===== src/rtl/trap_ctrl.sv =====
// Commit-end trap controller: flushes the pipeline, emits trap CSR updates and a fetch redirect.
// Optional macro TRAP_VECTORED_EN: vectored interrupt entry when mtvec mode bits are 2'b01.
module trap_ctrl #(
    parameter int unsigned FLUSH_CYCLES = 2,
    parameter logic [31:0] RESET_PC     = 32'h8000_0000
) (
    input  logic        i_clk,
    input  logic        i_rst_n,
    input  logic        i_valid,
    input  logic [31:0] i_pc,
    input  logic        i_except_valid,
    input  logic [3:0]  i_except_kind,
    input  logic [31:0] i_except_tval,
    input  logic        i_half,
    input  logic        i_trap_ebreak,
    input  logic [3:0]  i_int_cause,
    input  logic [31:0] i_mtvec,
    input  logic [31:0] i_mepc,
    output logic        o_flush,
    output logic        o_redirect_valid,
    output logic [31:0] o_redirect_pc,
    output logic        o_csr_we,
    output logic [31:0] o_mepc,
    output logic [31:0] o_mcause,
    output logic [31:0] o_mtval,
    output logic        o_mret,
    output logic        o_busy
);

    localparam logic [3:0] K_NONE = 4'd0,  K_INTERRUPT = 4'd1, K_PC_MISALIGN = 4'd2,
                           K_MISPRED = 4'd3, K_FLUSH = 4'd4, K_LOAD_MISALIGN = 4'd5,
                           K_STORE_MISALIGN = 4'd6, K_TRAP = 4'd7, K_INVALID = 4'd8,
                           K_SYS = 4'd9, K_MRET = 4'd10;
    localparam int unsigned CW = (FLUSH_CYCLES > 1) ? $clog2(FLUSH_CYCLES) : 1;

    typedef enum logic [1:0] {ST_IDLE, ST_FLUSH, ST_REDIRECT} state_t;

    state_t        r_state;
    logic [CW-1:0] r_cnt;
    logic [3:0]    r_kind;
    logic [31:0]   r_pc;
    logic [31:0]   r_tval;
    logic          r_half;
    logic [31:0]   r_last_pc;
    logic          r_flush, r_redirect_valid, r_csr_we, r_mret;
    logic [31:0]   r_mepc, r_mcause, r_mtval;
`ifdef TRAP_VECTORED_EN
    logic [3:0]    r_int_cause;
`endif

    logic          w_accept;
    logic          w_known;
    logic [3:0]    w_kind_in;
    logic [31:0]   w_tval_in;
    logic          w_is_trap_in;
    logic [31:0]   w_mcause_in;
    logic [31:0]   w_mtval_in;
    logic [31:0]   w_trap_pc;
    logic [31:0]   w_target;

    assign w_accept  = (r_state == ST_IDLE) && i_valid && i_except_valid && (i_except_kind != K_NONE);
    // Kinds 11..15 are folded into INVALID_INSTR with a zero tval.
    assign w_known   = (i_except_kind <= K_MRET);
    assign w_kind_in = w_known ? i_except_kind : K_INVALID;
    assign w_tval_in = w_known ? i_except_tval : 32'h0;

    // NOTE: every always_comb output gets a default first so no latch is inferred.
    always_comb begin
        w_is_trap_in = 1'b1;
        w_mcause_in  = 32'h0;
        w_mtval_in   = 32'h0;
        case (w_kind_in)
            K_INTERRUPT:      w_mcause_in = {1'b1, 27'b0, i_int_cause};
            K_PC_MISALIGN:    w_mtval_in  = w_tval_in;
            K_LOAD_MISALIGN:  begin w_mcause_in = 32'd4; w_mtval_in = w_tval_in; end
            K_STORE_MISALIGN: begin w_mcause_in = 32'd6; w_mtval_in = w_tval_in; end
            K_TRAP:           w_mcause_in = i_trap_ebreak ? 32'd3 : 32'd11;
            K_INVALID:        begin w_mcause_in = 32'd2; w_mtval_in = w_tval_in; end
            default:          w_is_trap_in = 1'b0;
        endcase
    end

    // mtvec and mepc are consumed live during the REDIRECT cycle.
    always_comb begin
        w_trap_pc = i_mtvec & ~32'h3;
`ifdef TRAP_VECTORED_EN
        if ((r_kind == K_INTERRUPT) && (i_mtvec[1:0] == 2'b01))
            w_trap_pc = (i_mtvec & ~32'h3) + {26'b0, r_int_cause, 2'b00};
`endif
        case (r_kind)
            K_MISPRED:       w_target = r_tval;
            K_FLUSH, K_SYS:  w_target = r_pc + (r_half ? 32'd2 : 32'd4);
            K_MRET:          w_target = i_mepc & ~32'h1;
            default:         w_target = w_trap_pc;
        endcase
    end

    // NOTE: all state updates use non-blocking assignments so every register samples pre-edge values.
    always_ff @(posedge i_clk) begin
        if (!i_rst_n) begin
            r_state          <= ST_IDLE;
            r_cnt            <= '0;
            r_kind           <= K_NONE;
            r_pc             <= 32'h0;
            r_tval           <= 32'h0;
            r_half           <= 1'b0;
            r_last_pc        <= RESET_PC;
            r_flush          <= 1'b0;
            r_redirect_valid <= 1'b0;
            r_csr_we         <= 1'b0;
            r_mret           <= 1'b0;
            r_mepc           <= 32'h0;
            r_mcause         <= 32'h0;
            r_mtval          <= 32'h0;
`ifdef TRAP_VECTORED_EN
            r_int_cause      <= 4'h0;
`endif
        end else begin
            r_csr_we         <= 1'b0;
            r_redirect_valid <= 1'b0;
            r_mret           <= 1'b0;
            case (r_state)
                ST_IDLE: begin
                    if (w_accept) begin
                        r_state  <= ST_FLUSH;
                        r_cnt    <= CW'(FLUSH_CYCLES - 1);
                        r_kind   <= w_kind_in;
                        r_pc     <= i_pc;
                        r_tval   <= w_tval_in;
                        r_half   <= i_half;
                        r_flush  <= 1'b1;
                        r_csr_we <= w_is_trap_in;
                        if (w_is_trap_in) begin
                            r_mepc   <= i_pc;
                            r_mcause <= w_mcause_in;
                            r_mtval  <= w_mtval_in;
                        end
`ifdef TRAP_VECTORED_EN
                        r_int_cause <= i_int_cause;
`endif
                    end
                end
                ST_FLUSH: begin
                    if (r_cnt == '0) begin
                        r_state          <= ST_REDIRECT;
                        r_flush          <= 1'b0;
                        r_redirect_valid <= 1'b1;
                        r_mret           <= (r_kind == K_MRET);
                    end else begin
                        r_cnt <= r_cnt - 1'b1;
                    end
                end
                default: begin
                    r_state   <= ST_IDLE;
                    r_last_pc <= w_target;
                end
            endcase
        end
    end

    assign o_flush          = r_flush;
    assign o_redirect_valid = r_redirect_valid;
    assign o_redirect_pc    = (r_state == ST_REDIRECT) ? w_target : r_last_pc;
    assign o_csr_we         = r_csr_we;
    assign o_mepc           = r_mepc;
    assign o_mcause         = r_mcause;
    assign o_mtval          = r_mtval;
    assign o_mret           = r_mret;
    assign o_busy           = (r_state != ST_IDLE);

endmodule

===== config.mk =====
export PLATFORM = sky130hd
export DESIGN_NAME = trap_ctrl
export DESIGN_NICKNAME = d
export VERILOG_FILES = /design/src/rtl/trap_ctrl.sv
export SDC_FILE = /design/constraint.sdc
export NUM_CORES = 1
export LEC_CHECK = 0
export CAP_MARGIN = 40
export CORE_MARGIN = 5
export CORE_UTILIZATION = 50
export CTS_CLUSTER_SIZE = 14
export DETAILED_ROUTE_END_ITERATION = 16
export PLACE_DENSITY = 0.85
export SYNTH_ARGS = -nofsm -noshare
export SYNTH_HDL_FRONTEND = slang
export SYNTH_SLANG_ARGS = --single-unit

===== constraint.sdc =====
create_clock -name i_clk -period 5.6 [get_ports i_clk]
set_clock_uncertainty 0.05 [all_clocks]
set_input_delay 1.12 -clock i_clk [delete_from_list [all_inputs] [get_ports i_clk]]
set_output_delay 1.12 -clock i_clk [all_outputs]
set_load 0.05 [all_outputs]

==> results of run 1 <==
## power breakdown
part	switching (mW)	total, mW	leakage [nW]	internal [mW]
Sequential	0.0432	1.35	1.44	1.30
Clock	0.548	1.31	0.305	0.761
Combinational	0.328	0.532	2.27	0.204
## logic make-up (layout without fill, tap and decap cells)
logic type,count (synthesis),after routing,synth area share [%]
simple gates,412,412,21.9
compound gates,365,365,27.8
flops,177,177,40.9
buf+inv,143,314,7.70
xor+xnor,9,9,0.909
fa+ha+maj,3,3,0.519
mux,2,2,0.231
other cells,1,27,0.0432
## cells in the final DEF (no fill, tap or decap), types with 7 or more instances in the layout
cell               n
nor3_1             8
conb_1            27
inv_1             13
a221oi_1          11
o31ai_1           10
a221o_1           10
o21ai_0           64
dfxtp_1          177
o22ai_1            9
inv_6              7
clkdlybuf4s50_1  244
nor4_1            13
clkbuf_16         17
a211oi_1           7
nand2b_1          11
o221ai_1           8
nor2_1           103
or3_1             17
a31oi_1            8
or4_1              7
nand2_1          184
o211ai_1          13
buf_4             23
a21oi_1          103
nand3_1           29
a22oi_1           69
## repair_timing
action                                  4_1_cts  5_1_grt
gates resized for setup                       0        1
hold buffers                                  0        0
endpoints found under the setup margin        0        2
## how the worst max path moves through the flow
stage	depth (start not counted)	from	end	slack, ns
after floorplan	9	r_half$_SDFFE_PN0P_	o_redirect_pc[31]	1.21
after global placement	5	r_kind[2]$_SDFFE_PN0P_	o_redirect_pc[23]	0.78
after global routing	5	r_kind[2]$_SDFFE_PN0P_	o_redirect_pc[23]	0.21
after detailed placement	5	r_kind[2]$_SDFFE_PN0P_	o_redirect_pc[23]	0.76
after CTS	5	r_kind[2]$_SDFFE_PN0P_	o_redirect_pc[23]	0.31
final	10	r_half$_SDFFE_PN0P_	o_redirect_pc[31]	0.34
## layout make-up
class	instances	area, µm²	share of cell area [%]
clock buffer	17	425	3.61
timing repair buffer	268	2640	22.4
inverter	14	55.1	0.467
clock inverter	15	220	1.87
tap	225	282	2.39
sequential	177	3540	30.1
multi-input combinational	818	4630	39.3
## stage by stage
step	power [mW]	utilization (%)	instance area (µm²)
global placement	1.89	64.8	11100
floorplan	1.68	-	8770
finish	3.19	68.6	11800
detailed placement	1.90	64.8	11100
CTS	3.19	68.6	11800
global route	3.29	68.6	11800
## metal layers
metal / vias to the layer above / share of wire, % / track usage, %
met5: - / 0.061 / 0
met4: 2 / 2.9 / 9.29
met3: 64 / 9.5 / 7.38
met2: 467 / 48 / 47.3
met1: 4379 / 39 / 35.7
li1: 4338 / - / -
## sequential cells by signal, indices dropped and copies added (netlist names)
signal	cells
r_last_pc	32
r_tval	32
r_cnt	1
o_mepc	32
r_state	2
o_mcause	5
o_mret	1
r_pc	32
r_half	1
o_redirect_valid	1
r_kind	4
o_csr_we	1
o_mtval	32
o_flush	1
## critical path, cell delays in order, from the launching register on
cell	delay (ns)
dfxtp_1	0.40
ha_1	0.19
inv_1	0.05
fa_1	0.43
nand4b_1	0.19
buf_4	0.19
or3_1	0.46
or3_1	0.39
a211oi_1	0.48
o31ai_1	0.14
clkdlybuf4s50_1	0.72
==> metrics.md, run 1 <==
| Metric | Value |
|---|---|
| Setup ws final | 0.340 ns |
| CP Max Fanout | 12 |
| Top-Level Pins | 275 |
| Grt total ovfl | 0 |
| Final Hold Fails | 0 |
| Final Setup Violations | 0 |
| Post-Syn Instances | 1112 |
| H-tree levels | 4 |
| Post-synth EDFFs | 0 |
| Count leader, synth | nand2_1 |
| Hold WC Path Type | reg2reg |
| Root buffer cell | clkbuf_16 |
| Postcts setup bufs | 0 |
| Ant diodes | 0 |
| Pre-CTS setup slack | 0.761 ns |
| Type of the worst setup path | reg2out |
| Power per standard cell area | 271 nW/µm² |
| Fmax | 190 MHz |
| Hold Crit Start | o_mepc[26]$_SDFFE_PN0P_ |
| Fin nets | 1441 |
| Fin crit share | 93.9% |
| Initial core utilization | 50.5% |
| Worst-Skew Late Latency | 0.43 ns |
| Post-synth top area share | 40.9% |
| Die outline area | 20100 µm² |
| Total CTS buffers | 17 |
| Maxcap violations | 0 |
| Placed cell count | 1502 |
| Synthesized cell area | 8670 µm² |
| RD Place Congestion | 0.922 |
| Final Max Tran Viols | 0 |
| Initial antenna violation count | 1 |
| All-Layer GR Usage | 28.3% |
| Drc violations | 0 |
| Final min period | 5.26 ns |
| Syn-to-layout area delta | 35.9% |
| First-pass GRT wire length | 45.4 mm |
| Die H | 142 µm |
| Drt first pass iters | 5 |
| Sequential share of the synthesized area | 40.9% |
| Post-synthesis average cell area | 7.80 µm² |
| Largest net degree at the start of global routing | 83 |
| Yosys top cell by area | dfxtp_1 |
| Core Region | 17200 µm² |
| Post-synth top flop | dfxtp_1 |
| Layout cells sized above 1 | 5.96% |
| Clock transition at path regs | 0.07 ns |
| Vias per cell | 6.03 |
| Commonest cells in the netlist | 184 x nand2_1, 177 x dfxtp_1, 106 x a21oi_1 |
| WHS Endpoint | o_mepc[26]$_SDFFE_PN0P_ |
| Routed WL | 29.6 mm |
| Post-DP HPWL | 21.3 mm |
| CTS max path bufs | 2 |
| Fillers | 1458 |
| Critical Path Start Type | flip-flop |
| Row cnt | 48 |
| VDD IR-drop max | 0.210 mV |
| Yosys cell types | 77 |
| Post-route insts no fill | 1534 |
| R2R Path Start | r_kind[2]$_SDFFE_PN0P_ |
| Hold Slack | 0.402 ns |
| Reg2reg path depth | 5 |
| Slew @ Worst Pin | 0.856 ns |
| Setup TNS | 0 ns |
| Required time worst endpoint | 4.43 ns |
| First-iteration detailed-routing DRC count | 979 |
| #FFs+latches synth | 177 |
| Via Count | 9250 |
| RSZ-0062 raised after global routing | false |
| Worst EP arrival | 4.09 ns |
| Yosys warning count | 0 |
| Ranking of synthesized cells by area | dfxtp_1 41%, nand2_1 8.0%, a21oi_1 6.1% |
| Hold path depth | 2 |
| Port bufs | 244 |
| Die W | 142 µm |
| Rel. slew slack | 42.9% |
| Number of clock sinks | 177 |
| Synth async-reset ratio | 0% |
| LEAKAGE | 4.01 nW |
| Antenna-violating nets left | 0 |
| Setup slack, reg-to-reg | 2.48 ns |
| Status | complete, no violations |
| CTS tree | built |
| Detailed-route wire length per cell | 19.3 µm |
| Crit. End Element | output port |
| Vias in the first global route | 8631 |
| Reg2reg end | r_last_pc[24]$_SDFFE_PN0N_ |
No activity file was read; power rests on OpenSTA's default activity.
==> run 2, diff against run 1 <==
--- a/config.mk
+++ b/config.mk
@@ -10,6 +10,7 @@
 export CORE_UTILIZATION = 50
 export CTS_CLUSTER_SIZE = 14
 export DETAILED_ROUTE_END_ITERATION = 16
+export GPL_TIMING_DRIVEN = 0
 export PLACE_DENSITY = 0.85
 export SYNTH_ARGS = -nofsm -noshare
 export SYNTH_HDL_FRONTEND = slang
==> metrics.md, run 2 (synthesis gave the netlist of run 1 again) <==
| Metric | Value |
|---|---|
| Reg power frac | 42.7% |
| Largest net degree at the start of global routing | 17 |
| Delay of the slowest critical-path stage | 0.87 ns |
| Die W | 142 µm |
| Die H | 142 µm |
| RSZ-0062 raised after global routing | false |
| Clock share of power | 39.2% |
| Most frequent cells in the layout | 242 x clkdlybuf4s50_1, 184 x nand2_1, 177 x dfxtp_1, 106 x a21oi_1, 103 x nor2_1 |
| Grt total ovfl | 0 |
| Core Region | 17200 µm² |
| Combinational power share | 18.1% |
| Rel. slew slack | 40.1% |
| Detailed-route wire length per cell | 19.9 µm |
| Slew @ Worst Pin | 0.896 ns |
| Vias per cell | 5.95 |
| CP Max Fanout | 10 |
| Power per standard cell area | 260 nW/µm² |
| H-tree levels | 4 |
| Worst-Skew Late Latency | 0.45 ns |
| Via Count | 9760 |
| Worst setup path endpoint | o_redirect_pc[8] |
| Vias in the first global route | 9278 |
| Initial antenna violation count | 0 |
| Worst EP arrival | 4.22 ns |
| Switching Share | 29.0% |
| Hold Slack | 0.402 ns |
| Setup TNS | 0 ns |
| First-pass GRT wire length | 49.6 mm |
| Final Max Tran Viols | 0 |
| Required time worst endpoint | 4.43 ns |
| Hold WC Path Type | reg2reg |
| Internal power | 2.23 mW |
| Type of the worst setup path | reg2out |
| Antenna-violating nets left | 0 |
| Net switching power | 0.911 mW |
| First-iteration detailed-routing DRC count | 893 |
| Initial core utilization | 50.5% |
| Crit path cell chain | clkbuf_1 > nor4b_2 > nor2_1 > clkbuf_1 > a21oi_1 > o22ai_1 > o21ai_0 > clkdlybuf4s50_1 |
| Post-cts sizing count | 0 |
| Crit. End Element | output port |
| Port bufs | 242 |
| Fillers | 1370 |
| Post-DP HPWL | 25.2 mm |
| Postcts setup bufs | 0 |
| Layout cells sized above 1 | 6.01% |
| Critical Path Start Type | flip-flop |
| Post-route insts no fill | 1639 |
| CTS max path bufs | 2 |
| Most frequent CP cell | clkbuf_1 |
| Syn-to-layout area delta | 39.3% |
| Reg2reg path depth | 9 |
| Setup slack, reg-to-reg | 2.46 ns |
| Status | complete, no violations |
| Fin crit share | 96.3% |
| Final min period | 5.39 ns |
| Total CTS buffers | 17 |
| Ant diodes | 0 |
| Row cnt | 48 |
| Fmax | 185 MHz |
| Top-Level Pins | 275 |
| Hold path depth | 2 |
| Number of clock sinks | 177 |
| Clock transition at path regs | 0.07 ns |
| Root buffer cell | clkbuf_16 |
| LEAKAGE | 4.18 nW |
| CP Launch Point | r_kind[3]$_SDFFE_PN0P_ |
| Reg2reg end | r_last_pc[31]$_SDFFE_PN1N_ |
| Routed WL | 32.7 mm |
| Drc violations | 0 |
| All-Layer GR Usage | 31.3% |
| RD Place Congestion | 0.961 |
| Placed cell count | 1606 |
| Slowest-stage cell, CP | clkdlybuf4s50_1 |
| Most common cell after layout, fill and taps aside | clkdlybuf4s50_1 |
| VDD IR-drop max | 0.227 mV |
| Final Hold Fails | 0 |
| Fin nets | 1546 |
| Maxcap violations | 0 |
| R2R Path Start | r_half$_SDFFE_PN0P_ |
| CTS tree | built |
| Drt first pass iters | 6 |
| Hold Crit Start | o_mepc[28]$_SDFFE_PN0P_ |
| Hold-fix buffer count after cts | 0 |
| Final Setup Violations | 0 |
| Die outline area | 20100 µm² |
-- run 2: cell types whose count changed in the layout (fill, tap and decap cells not counted), sizes merged --
cell and delta:
clkdlybuf4s50 -2, buf +22, inv -5, clkinvlp -2, bufinv -1, clkbuf +89
clkinv +4
-- run 2: routing by layer --
layer / global-route usage, % / share of wire (%)
met3: 8.49 / 11
met2: 51.0 / 46
met4: 15.5 / 5.1
met1: 38.3 / 38
met5: 0 / 0
-- run 2: worst min-delay path by stage --
stage	endpoint	slack, ns
after detailed placement	r_last_pc[22]$_SDFFE_PN0N_	0.39
after floorplan	r_last_pc[22]$_SDFFE_PN0N_	0.38
final	o_mepc[28]$_SDFFE_PN0P_	0.40
after global placement	o_mcause[31]$_SDFFE_PN0P_	0.39
after global routing	o_mepc[23]$_SDFFE_PN0P_	0.42
after CTS	r_last_pc[22]$_SDFFE_PN0N_	0.40
-- run 2: critical path: cells and delay by family (launching register included) --
family / cells / cell delay, ns
AO/OA/AOI/OAI: 3 / 0.83
buffers and inverters: 3 / 1.44
AND/OR/NAND/NOR: 2 / 1.19
flip-flops: 1 / 0.32
-- run 2: metrics by stage --
step | util [%] | power [mW] | setup WS, ns | cell area (µm²)
after global placement | 66.8 | 1.92 | 0.852 | 11500
after detailed placement | 66.8 | 1.93 | 0.808 | 11500
after floorplan | - | 1.68 | 1.21 | 8770
after CTS | 70.3 | 3.13 | 0.307 | 12100
final | 70.4 | 3.14 | 0.207 | 12100
after global routing | 70.4 | 3.23 | 0.0669 | 12100
-- run 2: area by class of cell --
class                   count  area [µm²]  area share [%]
multi-input cells         818        4560            37.7
clock buffers              21         440            3.64
flip-flops and latches    177        3540            29.3
inverters                  14        52.6           0.435
plain buffers             129         616            5.09
repair buffers            244        2440            20.2
well taps                 225         282            2.33
clock inverters            11         154            1.27
-- run 2: power by group through the flow --
stage                     logic (mW)  registers [mW]  clock network, mW
final                          0.570            1.34               1.23
after global placement         0.552            1.37                  0
after CTS                      0.562            1.34               1.23
after detailed placement       0.558            1.37                  0
after floorplan                0.269            1.42                  0
after global routing           0.602            1.35               1.29
==> run 3, diff against run 2 <==
--- a/config.mk
+++ b/config.mk
@@ -12,6 +12,7 @@
 export DETAILED_ROUTE_END_ITERATION = 16
 export GPL_TIMING_DRIVEN = 0
 export PLACE_DENSITY = 0.85
+export REMOVE_ABC_BUFFERS = 1
 export SYNTH_ARGS = -nofsm -noshare
 export SYNTH_HDL_FRONTEND = slang
 export SYNTH_SLANG_ARGS = --single-unit
==> metrics.md, run 3 (synthesis gave the netlist of run 1 again) <==
| Metric | Value |
|---|---|
| Status | complete, no violations |
| Internal power | 2.20 mW |
| Antenna-violating nets left | 0 |
| Drc violations | 0 |
| Top-Level Pins | 275 |
| Met3 Track Usage GR | 7.21% |
| Type of the worst setup path | reg2out |
| Clock share of power | 38.6% |
| Most Crowded Layer GR | met2 |
| Rel. slew slack | 39.7% |
| Slowest-stage cell, CP | or4b_2 |
| Net switching power | 0.898 mW |
| Via Count | 9259 |
| LEAKAGE | 4.09 nW |
| Die W | 142 µm |
| Routed WL | 30.0 mm |
| Crit path cell chain | or4b_2 > o211a_1 > buf_16 > a221o_1 > a211oi_1 > o31ai_1 > clkdlybuf4s50_1 |
| Postcts setup bufs | 1 |
| Worst-Skew Late Latency | 0.43 ns |
| CP Max Fanout | 19 |
| GR Util met2 | 47.4% |
| Final Hold Fails | 0 |
| Pre-CTS setup slack | 0.445 ns |
| Die outline area | 20100 µm² |
| Row cnt | 48 |
| Port bufs | 244 |
| Critical Path Start Type | flip-flop |
| Initial core utilization | 50.5% |
| Vias in the first global route | 8997 |
| H-tree levels | 4 |
| CTS tree | built |
| Setup TNS | 0 ns |
| Reg power frac | 43.4% |
| Setup ws final | 0.370 ns |
| Final min period | 5.23 ns |
| Final Setup Violations | 0 |
| Worst EP arrival | 4.06 ns |
| Root buffer cell | clkbuf_16 |
| First-iteration detailed-routing DRC count | 880 |
| CP Launch Point | r_kind[2]$_SDFFE_PN0P_ |
| Layout cells sized above 1 | 6.25% |
| Hold Crit Start | r_last_pc[22]$_SDFFE_PN0N_ |
| All-Layer GR Usage | 29.0% |
| WP buf/inv | 2 |
| Total CTS buffers | 17 |
| Most common cell after layout, fill and taps aside | clkdlybuf4s50_1 |
| Hold Slack | 0.402 ns |
| Final Max Tran Viols | 0 |
| Largest net degree at the start of global routing | 100 |
| Placed cell count | 1506 |
| Slew @ Worst Pin | 0.903 ns |
| Syn-to-layout area delta | 38.7% |
| Post-route insts no fill | 1538 |
| Most frequent cells in the layout | 244 x clkdlybuf4s50_1, 184 x nand2_1, 177 x dfxtp_1, 103 x nor2_1, 103 x a21oi_1 |
| Delay of the slowest critical-path stage | 0.78 ns |
| Initial antenna violation count | 0 |
| Clock transition at path regs | 0.07 ns |
| RD Place Congestion | 0.835 |
| Final std cell area, no fill | 12000 µm² |
| R2R Path Start | r_kind[2]$_SDFFE_PN0P_ |
| Placed instance area | 11400 µm² |
| Maxcap violations | 0 |
| CTS max path bufs | 2 |
| Post-DP HPWL | 21.3 mm |
| Core Region | 17200 µm² |
| Switching Share | 29.0% |
| Die H | 142 µm |
| Crit. End Element | output port |
| Grt total ovfl | 0 |
| Ant diodes | 0 |
| Fin nets | 1446 |
| Hold-fix buffer count after cts | 0 |
| VDD IR-drop max | 0.212 mV |
| Drt first pass iters | 6 |
| Cell family with most CP delay | compound AO/OA/AOI/OAI gates |
| Routing usage on met1 | 36.5% |
| Detailed-route wire length per cell | 19.5 µm |
| Post-cts sizing count | 0 |
| Required time worst endpoint | 4.43 ns |
| Number of clock sinks | 177 |
| Fin crit share | 93.4% |
| Power per standard cell area | 257 nW/µm² |
| Vias per cell | 6.02 |
| Fmax | 191 MHz |
| RSZ-0062 raised after global routing | false |
| First-pass GRT wire length | 47.2 mm |
| Hold WC Path Type | reg2reg |
| Combinational power share | 18.0% |
## run 3: cell types whose count changed in the layout (fill, tap and decap cells not counted), sizes merged
cell           previous run  this run
clkinvlp                  1         2
inv                      16        17
clkbuf                  106        20
buf                      46        29
bufinv                    3         2
clkdlybuf4s50           242       244
clkinv                    5         4
## run 3: metrics by stage
stage                     power (mW)  utilization, %
after global routing            3.21            70.0
after floorplan                 1.65               -
after CTS                       3.10            70.0
after global placement          1.88            63.3
after detailed placement        1.92            66.6
final                           3.10            70.0
## run 3: final cells by class
cell class,instances,area (µm²)
Inverter,14,57.6
Multi-Input combinational cell,818,4670
Fill cell,1389,5150
Tap cell,225,282
Timing Repair Buffer,273,2900
Sequential cell,177,3540
Clock buffer,20,447
Clock inverter,11,129
## run 3: worst paths after layout
check | endpoint | slack (ns) | cells after the start
setup reg to reg | r_last_pc[22]$_SDFFE_PN0N_ | 2.59 | 6
setup / recovery | o_redirect_pc[20] | 0.37 | 7
hold / removal | r_last_pc[22]$_SDFFE_PN0N_ | 0.40 | 2
hold reg to reg | r_last_pc[22]$_SDFFE_PN0N_ | 0.40 | 2
## run 3: layer usage
layer	share of wire (%)	wire [µm]
met1	40	12100
met2	46	13900
met3	9.6	2880
met4	3.5	1040
met5	0	0
## run 3: power by group through the flow
stage	sequential (mW)	combinational (mW)	clock, mW
floorplan	1.42	0.233	0
global placement	1.37	0.512	0
detailed placement	1.37	0.550	0
CTS	1.34	0.554	1.21
global route	1.35	0.593	1.27
finish	1.34	0.556	1.20
## run 3: worst reg2reg max path, cell delays in order (launching register included)
cell	delay, ns
dfxtp_1	0.77
or4b_2	0.78
o211a_1	0.35
buf_16	0.24
a221o_1	0.32
o311ai_1	0.27
a21oi_1	0.10
